===== config.mk =====
export PLATFORM = sky130hd
export DESIGN_NAME = barcos_placer
export DESIGN_NICKNAME = d
export VERILOG_FILES = /design/src/rtl/barcos_pkg.sv /design/src/rtl/flanco_detector.sv /design/src/rtl/barcos_placer.sv
export SDC_FILE = /design/constraint.sdc
export NUM_CORES = 1
export LEC_CHECK = 0
export BUFFER_PORTS_ARGS = -buffer_cell sky130_fd_sc_hd__buf_2
export CORE_MARGIN = 8
export CORE_UTILIZATION = 47
export DETAILED_ROUTE_END_ITERATION = 7
export PLACE_DENSITY = 0.88
export SLEW_MARGIN = 20
export SYNTH_ARGS = -nofsm -noshare
export SYNTH_HDL_FRONTEND = slang
export SYNTH_HIERARCHICAL = 1
export SYNTH_SLANG_ARGS = --single-unit

===== constraint.sdc =====
create_clock -name clk -period 3.02 [get_ports clk]
set_input_delay 0 -clock clk [delete_from_list [all_inputs] [get_ports clk]]
set_output_delay 0 -clock clk [all_outputs]
set_load 0.02 [all_outputs]

===== src/rtl/barcos_pkg.sv =====
// Shared types and helpers for the Battleship ship-placement engine.
package barcos_pkg;

   typedef enum logic [2:0] {IDLE, LOAD, MOVE, CHECK, WRITE, DONE} estado_t;

   localparam int CELDA_VACIA = 0;

   // Bit positions of the button/start level vector fed to the edge detectors
   localparam int B_PONER     = 0;
   localparam int B_ROTAR     = 1;
   localparam int B_ABAJO     = 2;
   localparam int B_ARRIBA    = 3;
   localparam int B_DERECHA   = 4;
   localparam int B_IZQUIERDA = 5;
   localparam int B_START     = 6;
   localparam int NUM_BTN     = 7;

   // Highest anchor coordinate on the ship axis that keeps a ship of length l on the board
   function automatic int limite_clamp(input int n, input int l);
      return n - l;
   endfunction

endpackage


===== src/rtl/flanco_detector.sv =====
// Rising-edge detector: one-cycle pulse on the first cycle a level is seen high.
module flanco_detector (
   input  logic clk,
   input  logic rst_n,
   input  logic nivel_i,
   output logic flanco_o
);

   logic prev_q;

   always_ff @(posedge clk or negedge rst_n) begin
      if (!rst_n) prev_q <= 1'b0;
      else        prev_q <= nivel_i;
   end

   assign flanco_o = nivel_i & ~prev_q;

endmodule


===== src/rtl/barcos_placer.sv =====
// Ship-placement engine: loads a board, walks a cursor per ship, checks for
// collisions cell by cell and writes accepted ships into its working board.
module barcos_placer
   import barcos_pkg::*;
#(
   parameter int N         = 5,
   parameter int CELL_W    = 4,
   parameter int NUM_SHIPS = 5,
   parameter int XW        = $clog2(N),
   parameter int SW        = ($clog2(NUM_SHIPS + 1) > 3) ? $clog2(NUM_SHIPS + 1) : 3
) (
   input  logic              clk,
   input  logic              rst_n,
   input  logic              start,
   input  logic              izquierda,
   input  logic              derecha,
   input  logic              arriba,
   input  logic              abajo,
   input  logic              rotar,
   input  logic              poner,
   input  logic [CELL_W-1:0] matriz_in  [N][N],
   output logic [CELL_W-1:0] matriz_out [N][N],
   output logic [XW-1:0]     pos_x,
   output logic [XW-1:0]     pos_y,
   output logic              horizontal,
   output logic [SW-1:0]     ship_actual,
   output logic              busy,
   output logic              rechazo,
   output logic              done
);

   localparam logic [XW-1:0] MAX_OTRO = XW'(N - 1);

   estado_t           estado_q, estado_d;
   logic [CELL_W-1:0] matriz_q [N][N];
   logic [XW-1:0]     x_q, x_d, y_q, y_d, idx_q, idx_d;
   logic              hor_q, hor_d, coll_q, coll_d, rechazo_q, rechazo_d;
   logic [SW-1:0]     ship_q, ship_d;

   logic [NUM_BTN-1:0] nivel, flanco;
   logic [XW-1:0]      lim_eje, lim_nxt, lim_x, lim_y, ultimo, cx, cy;
   logic               ocupada, load_en, wr_en;

   assign nivel = {start, izquierda, derecha, arriba, abajo, rotar, poner};

   for (genvar gi = 0; gi < NUM_BTN; gi++) begin : g_flanco
      flanco_detector u_flanco (
         .clk      (clk),
         .rst_n    (rst_n),
         .nivel_i  (nivel[gi]),
         .flanco_o (flanco[gi])
      );
   end

   assign lim_eje = XW'(limite_clamp(N, int'(ship_q)));
   assign lim_nxt = XW'(limite_clamp(N, int'(ship_q) - 1));
   assign lim_x   = hor_q ? lim_eje : MAX_OTRO;
   assign lim_y   = hor_q ? MAX_OTRO : lim_eje;
   assign ultimo  = XW'(int'(ship_q) - 1);

   // Cell under scan/write: anchor plus idx along the ship axis
   assign cx      = hor_q ? x_q + idx_q : x_q;
   assign cy      = hor_q ? y_q : y_q + idx_q;
   assign ocupada = matriz_q[cy][cx] != CELL_W'(CELDA_VACIA);

   always_comb begin
      estado_d  = estado_q;
      x_d       = x_q;
      y_d       = y_q;
      hor_d     = hor_q;
      ship_d    = ship_q;
      idx_d     = idx_q;
      coll_d    = coll_q;
      rechazo_d = 1'b0;
      load_en   = 1'b0;
      wr_en     = 1'b0;
      unique case (estado_q)
         IDLE, DONE: begin
            if (flanco[B_START]) estado_d = LOAD;
         end
         LOAD: begin
            load_en  = 1'b1;
            ship_d   = SW'(NUM_SHIPS);
            x_d      = '0;
            y_d      = '0;
            hor_d    = 1'b1;
            estado_d = MOVE;
         end
         MOVE: begin
            if (flanco[B_PONER]) begin
               estado_d = CHECK;
               idx_d    = '0;
               coll_d   = 1'b0;
            end else if (flanco[B_ROTAR]) begin
               hor_d = ~hor_q;
               if (hor_q) begin
                  if (y_q > lim_eje) y_d = lim_eje;
               end else if (x_q > lim_eje) begin
                  x_d = lim_eje;
               end
            end else begin
               if (flanco[B_ARRIBA]) begin
                  if (y_q < lim_y) y_d = y_q + 1'b1;
               end else if (flanco[B_ABAJO] && y_q != '0) begin
                  y_d = y_q - 1'b1;
               end
               if (flanco[B_DERECHA]) begin
                  if (x_q < lim_x) x_d = x_q + 1'b1;
               end else if (flanco[B_IZQUIERDA] && x_q != '0) begin
                  x_d = x_q - 1'b1;
               end
            end
         end
         CHECK: begin
            // Always scan the full length so reject latency is fixed at L cycles
            coll_d = coll_q | ocupada;
            if (idx_q == ultimo) begin
               idx_d = '0;
               if (coll_q | ocupada) begin
                  rechazo_d = 1'b1;
                  estado_d  = MOVE;
               end else begin
                  estado_d = WRITE;
               end
            end else begin
               idx_d = idx_q + 1'b1;
            end
         end
         WRITE: begin
            wr_en = 1'b1;
            if (idx_q == ultimo) begin
               idx_d  = '0;
               ship_d = ship_q - 1'b1;
               if (ship_q == SW'(1)) begin
                  estado_d = DONE;
               end else begin
                  estado_d = MOVE;
                  if (hor_q && x_q > lim_nxt)  x_d = lim_nxt;
                  if (!hor_q && y_q > lim_nxt) y_d = lim_nxt;
               end
            end else begin
               idx_d = idx_q + 1'b1;
            end
         end
         default: estado_d = IDLE;
      endcase
   end

   always_ff @(posedge clk or negedge rst_n) begin
      if (!rst_n) begin
         estado_q  <= IDLE;
         x_q       <= '0;
         y_q       <= '0;
         hor_q     <= 1'b1;
         ship_q    <= '0;
         idx_q     <= '0;
         coll_q    <= 1'b0;
         rechazo_q <= 1'b0;
      end else begin
         estado_q  <= estado_d;
         x_q       <= x_d;
         y_q       <= y_d;
         hor_q     <= hor_d;
         ship_q    <= ship_d;
         idx_q     <= idx_d;
         coll_q    <= coll_d;
         rechazo_q <= rechazo_d;
      end
   end

   always_ff @(posedge clk or negedge rst_n) begin
      if (!rst_n) begin
         for (int r = 0; r < N; r++)
            for (int c = 0; c < N; c++)
               matriz_q[r][c] <= '0;
      end else if (load_en) begin
         matriz_q <= matriz_in;
      end else if (wr_en) begin
         matriz_q[cy][cx] <= CELL_W'(ship_q);
      end
   end

   assign matriz_out  = matriz_q;
   assign pos_x       = x_q;
   assign pos_y       = y_q;
   assign horizontal  = hor_q;
   assign ship_actual = ship_q;
   assign busy        = (estado_q != IDLE) && (estado_q != DONE);
   assign rechazo     = rechazo_q;
   assign done        = estado_q == DONE;

endmodule


==> impl_metrics.env <==
export IMPL_outcome="complete, but fails checks"
export IMPL_violations="negative setup slack"
export IMPL_netlist_area_pre_place_um2=7230
export IMPL_rsz0062_at_grt="yes"
export IMPL_yosysUniqueCellTypes=56
export IMPL_finish_cell_count_without_fillers=1361
export IMPL_power_density_nw_per_um2=1160
export IMPL_final_min_period_over_clock_period=1.03
export IMPL_groute_usage_overall=0.305
export IMPL_core_area_um2=15100
export IMPL_synth_ff_latch_count=125
export IMPL_design_die_area_um2=19600
export IMPL_avgSynthCellArea_um2=8.83
export IMPL_pin_count=222
export IMPL_timing_max_cap_violations=0
export IMPL_setup_worst_path_start_class="flop"
export IMPL_timing_final_hold_violations=0
export IMPL_postLayoutSetupSlackWorst_ns=-0.0769
export IMPL_setup_crit_start="idx_q[0]"
export IMPL_cts_clk_slew_worst_paths_ns=0.06
export IMPL_drtAntennaViolNets=0
export IMPL_total_power_mw=12.2
export IMPL_dpl_hpwl_um=18700
export IMPL_netlist_instances=819
export IMPL_final_util=0.698
export IMPL_drv_slew=0
export IMPL_regToRegEndpoint="estado_q[1]"
export IMPL_number_of_global_route_vias_before_repair=8677
export IMPL_max_slew_margin=0.483
export IMPL_start_util=0.479
export IMPL_p_leak_nw=4.97
export IMPL_reg2reg_from="idx_q[0]"
export IMPL_ys_async_sr_fraction=1.00
export IMPL_final_setup_skew_ns=0.00952
export IMPL_placed_cells=1216
export IMPL_drc_errors_left=0
export IMPL_cts_max_level=4
export IMPL_antenna_found_initial=1
export IMPL_share_of_the_synthesized_area_in_the_top_cell_type=0.429
export IMPL_cts_num_sinks=125
export IMPL_wl_per_cell_um=22.4
export IMPL_ys_warnings_count=6
export IMPL_grt_overflow_total=0
export IMPL_worst_endpoint_required_ns=3.29
export IMPL_grt_pass1_wl_um=47100
export IMPL_finalHoldWorstSlack_ns=0.206
export IMPL_worst_slew_pin_slew_ns=0.775
export IMPL_vdd_ir_drop_max_mv=0.729
export IMPL_yosys_cell_count_top_type="nand2_1"
export IMPL_yosys_top_cells_count="nand2_1 (171), dfrtp_1 (124), o21ai_0 (113), mux2i_1 (68), nor2_1 (46)"
export IMPL_criticalPathCategory="flop to flop"
export IMPL_area_growth_syn_to_layout_pct=45.8
export IMPL_portBuffers=221
export IMPL_regToRegSetupSlack_ns=-0.08
export IMPL_synth_largest_area_cell="dfrtp_1"
export IMPL_synth_enable_flop_cells=0
export IMPL_num_vias=8285
export IMPL_hold_class="input port to async pin"
export IMPL_finalSetupViolCount=3
export IMPL_post_place_ws_ns=-0.0144
export IMPL_cts_root_buf="clkbuf_16"
export IMPL_synth_area_leaders="dfrtp_1 (43%), mux2i_1 (9.4%), nand2_1 (8.9%)"
export IMPL_clock_insertion_delay_worst_skew_ns=0.43
export IMPL_max_clock_path_buffers=2
export IMPL_final_worst_path_period_need_ns=3.10
export IMPL_critical_path_arrival_ns=3.37
export IMPL_viasPerCell=6.09
export IMPL_net_count_after_synthesis=953
export IMPL_ff2ff_path_depth=11
export IMPL_path_max_fanout=7
export IMPL_floorplan_die_width_um=140
export IMPL_finalNetCount=1293
export IMPL_synthFlopType="dfrtp_1"
export IMPL_post_route_cells_drive_above_1_share=0.289
export IMPL_total_clock_buffers_created_by_cts=17
export IMPL_grt_start_max_net_pins=98
export IMPL_dr_first_iter_drc_count=988
export IMPL_timing_fmax_mhz=323
export IMPL_tritoncts="yes"
export IMPL_wirelength_um=30500
export IMPL_yosysSeqAreaShare=0.433
export IMPL_detail_route_first_pass_iterations=7
export IMPL_die_height_um=140
export IMPL_crit_path_end_kind="flop"
export IMPL_row_count=45
export IMPL_place_congestion=0.949
[cells by family after synthesis]
| group | count (synthesis) | share of synthesized area |
|---|---|---|
| buffers and inverters | 67 | 0.0357 |
| multiplexers | 72 | 0.100 |
| XOR/XNOR | 16 | 0.0194 |
| adder cells (fa/ha/maj) | 25 | 0.0474 |
| flip-flops | 125 | 0.433 |
| AO/OA/AOI/OAI | 193 | 0.155 |
| AND/OR/NAND/NOR | 321 | 0.209 |
[cell usage in the layout, fill, tap and decap left out, types with 5 or more instances in the layout]
cell type,synthesis,layout
nand3_1,22,22
buf_4,0,38
buf_2,5,220
a21oi_1,28,27
nor3_1,20,13
o21ai_0,113,107
and2_1,6,6
nor3_2,0,7
xnor2_1,10,9
o22ai_1,5,5
nand2b_1,7,7
nor2b_1,8,8
o31ai_1,5,5
xor2_1,6,5
mux2i_1,68,68
o21a_1,5,5
clkbuf_16,0,17
ha_1,21,21
a21o_1,6,6
nor2_1,46,43
nand2_1,171,171
nor2b_4,7,7
inv_1,16,15
dlygate4sd3_1,0,108
nor4_1,16,13
dfrtp_1,124,123
[state kept, by name (all words and copies together), names as in the netlist]
register and flops:
ship_actual 3, estado_q 3, pos_x 3, matriz_out 100, horizontal 1, pos_y 3
g_flanco.u_flanco/prev_q 7, coll_q 1, rechazo 1, idx_q 3
[how the worst max path moves through the flow]
stage	end	slack, ns	cells after the start
3_5_place_dp	rechazo	-0.01	11
6_report	estado_q[1]	-0.08	11
4_1_cts	matriz_out[32]	0.04	11
3_3_place_gp	estado_q[2]	0.02	11
5_1_grt	estado_q[1]	-0.15	12
2_1_floorplan	pos_x[0]	0.06	11
[timing repair]
item                                    CTS  global route
resized for setup                         2            34
hold buffers                            108             0
hold endpoints to repair                164             0
pin swaps                                 0            13
endpoints found under the setup margin    3            63
setup buffers                             0             4
[through the flow]
stage	TNS [ns]	area, µm²
after floorplan	0	7230
after detailed placement	-0.0202	8710
after global placement	0	8710
after CTS	0	10400
after global routing	-0.711	10500
final	-0.123	10500
[metal layers]
| metal | GRT usage | vias to the layer above | routed length [µm] | share of wire |
|---|---|---|---|---|
| met5 | 0 | - | 0 | 0 |
| met4 | 0.176 | 0 | 1960 | 0.064 |
| met3 | 0.0972 | 177 | 3460 | 0.11 |
| met2 | 0.488 | 694 | 14100 | 0.46 |
| met1 | 0.355 | 3871 | 11000 | 0.36 |
| li1 | - | 3543 | - | - |
[final cells by class]
cell class,count,area [µm²]
Multi-Input combinational cell,627,3970
Fill cell,1016,4550
Sequential cell,125,3130
Tap cell,188,235
Timing Repair Buffer,370,2540
Antenna cell,1,2.50
Clock buffer,23,478
Clock inverter,9,109
Inverter,18,68.8
[report_power, final]
part	internal, mW	switching (mW)
sequential	2.47	0.848
combinational	2.50	4.32
clock	1.28	0.792
total	6.25	5.96
[worst max-delay path: stages (launching register included)]
cell and delay, ns:
dfrtp_1 0.36, ha_1 0.16, inv_2 0.04, fa_2 0.61, nor2_4 0.06, or2_4 0.26
buf_4 0.18, o311a_1 0.35, o21ai_2 0.15, a311oi_2 0.16, nor4_4 0.44, a41oi_2 0.16
No activity file was read; power rests on OpenSTA's default activity.
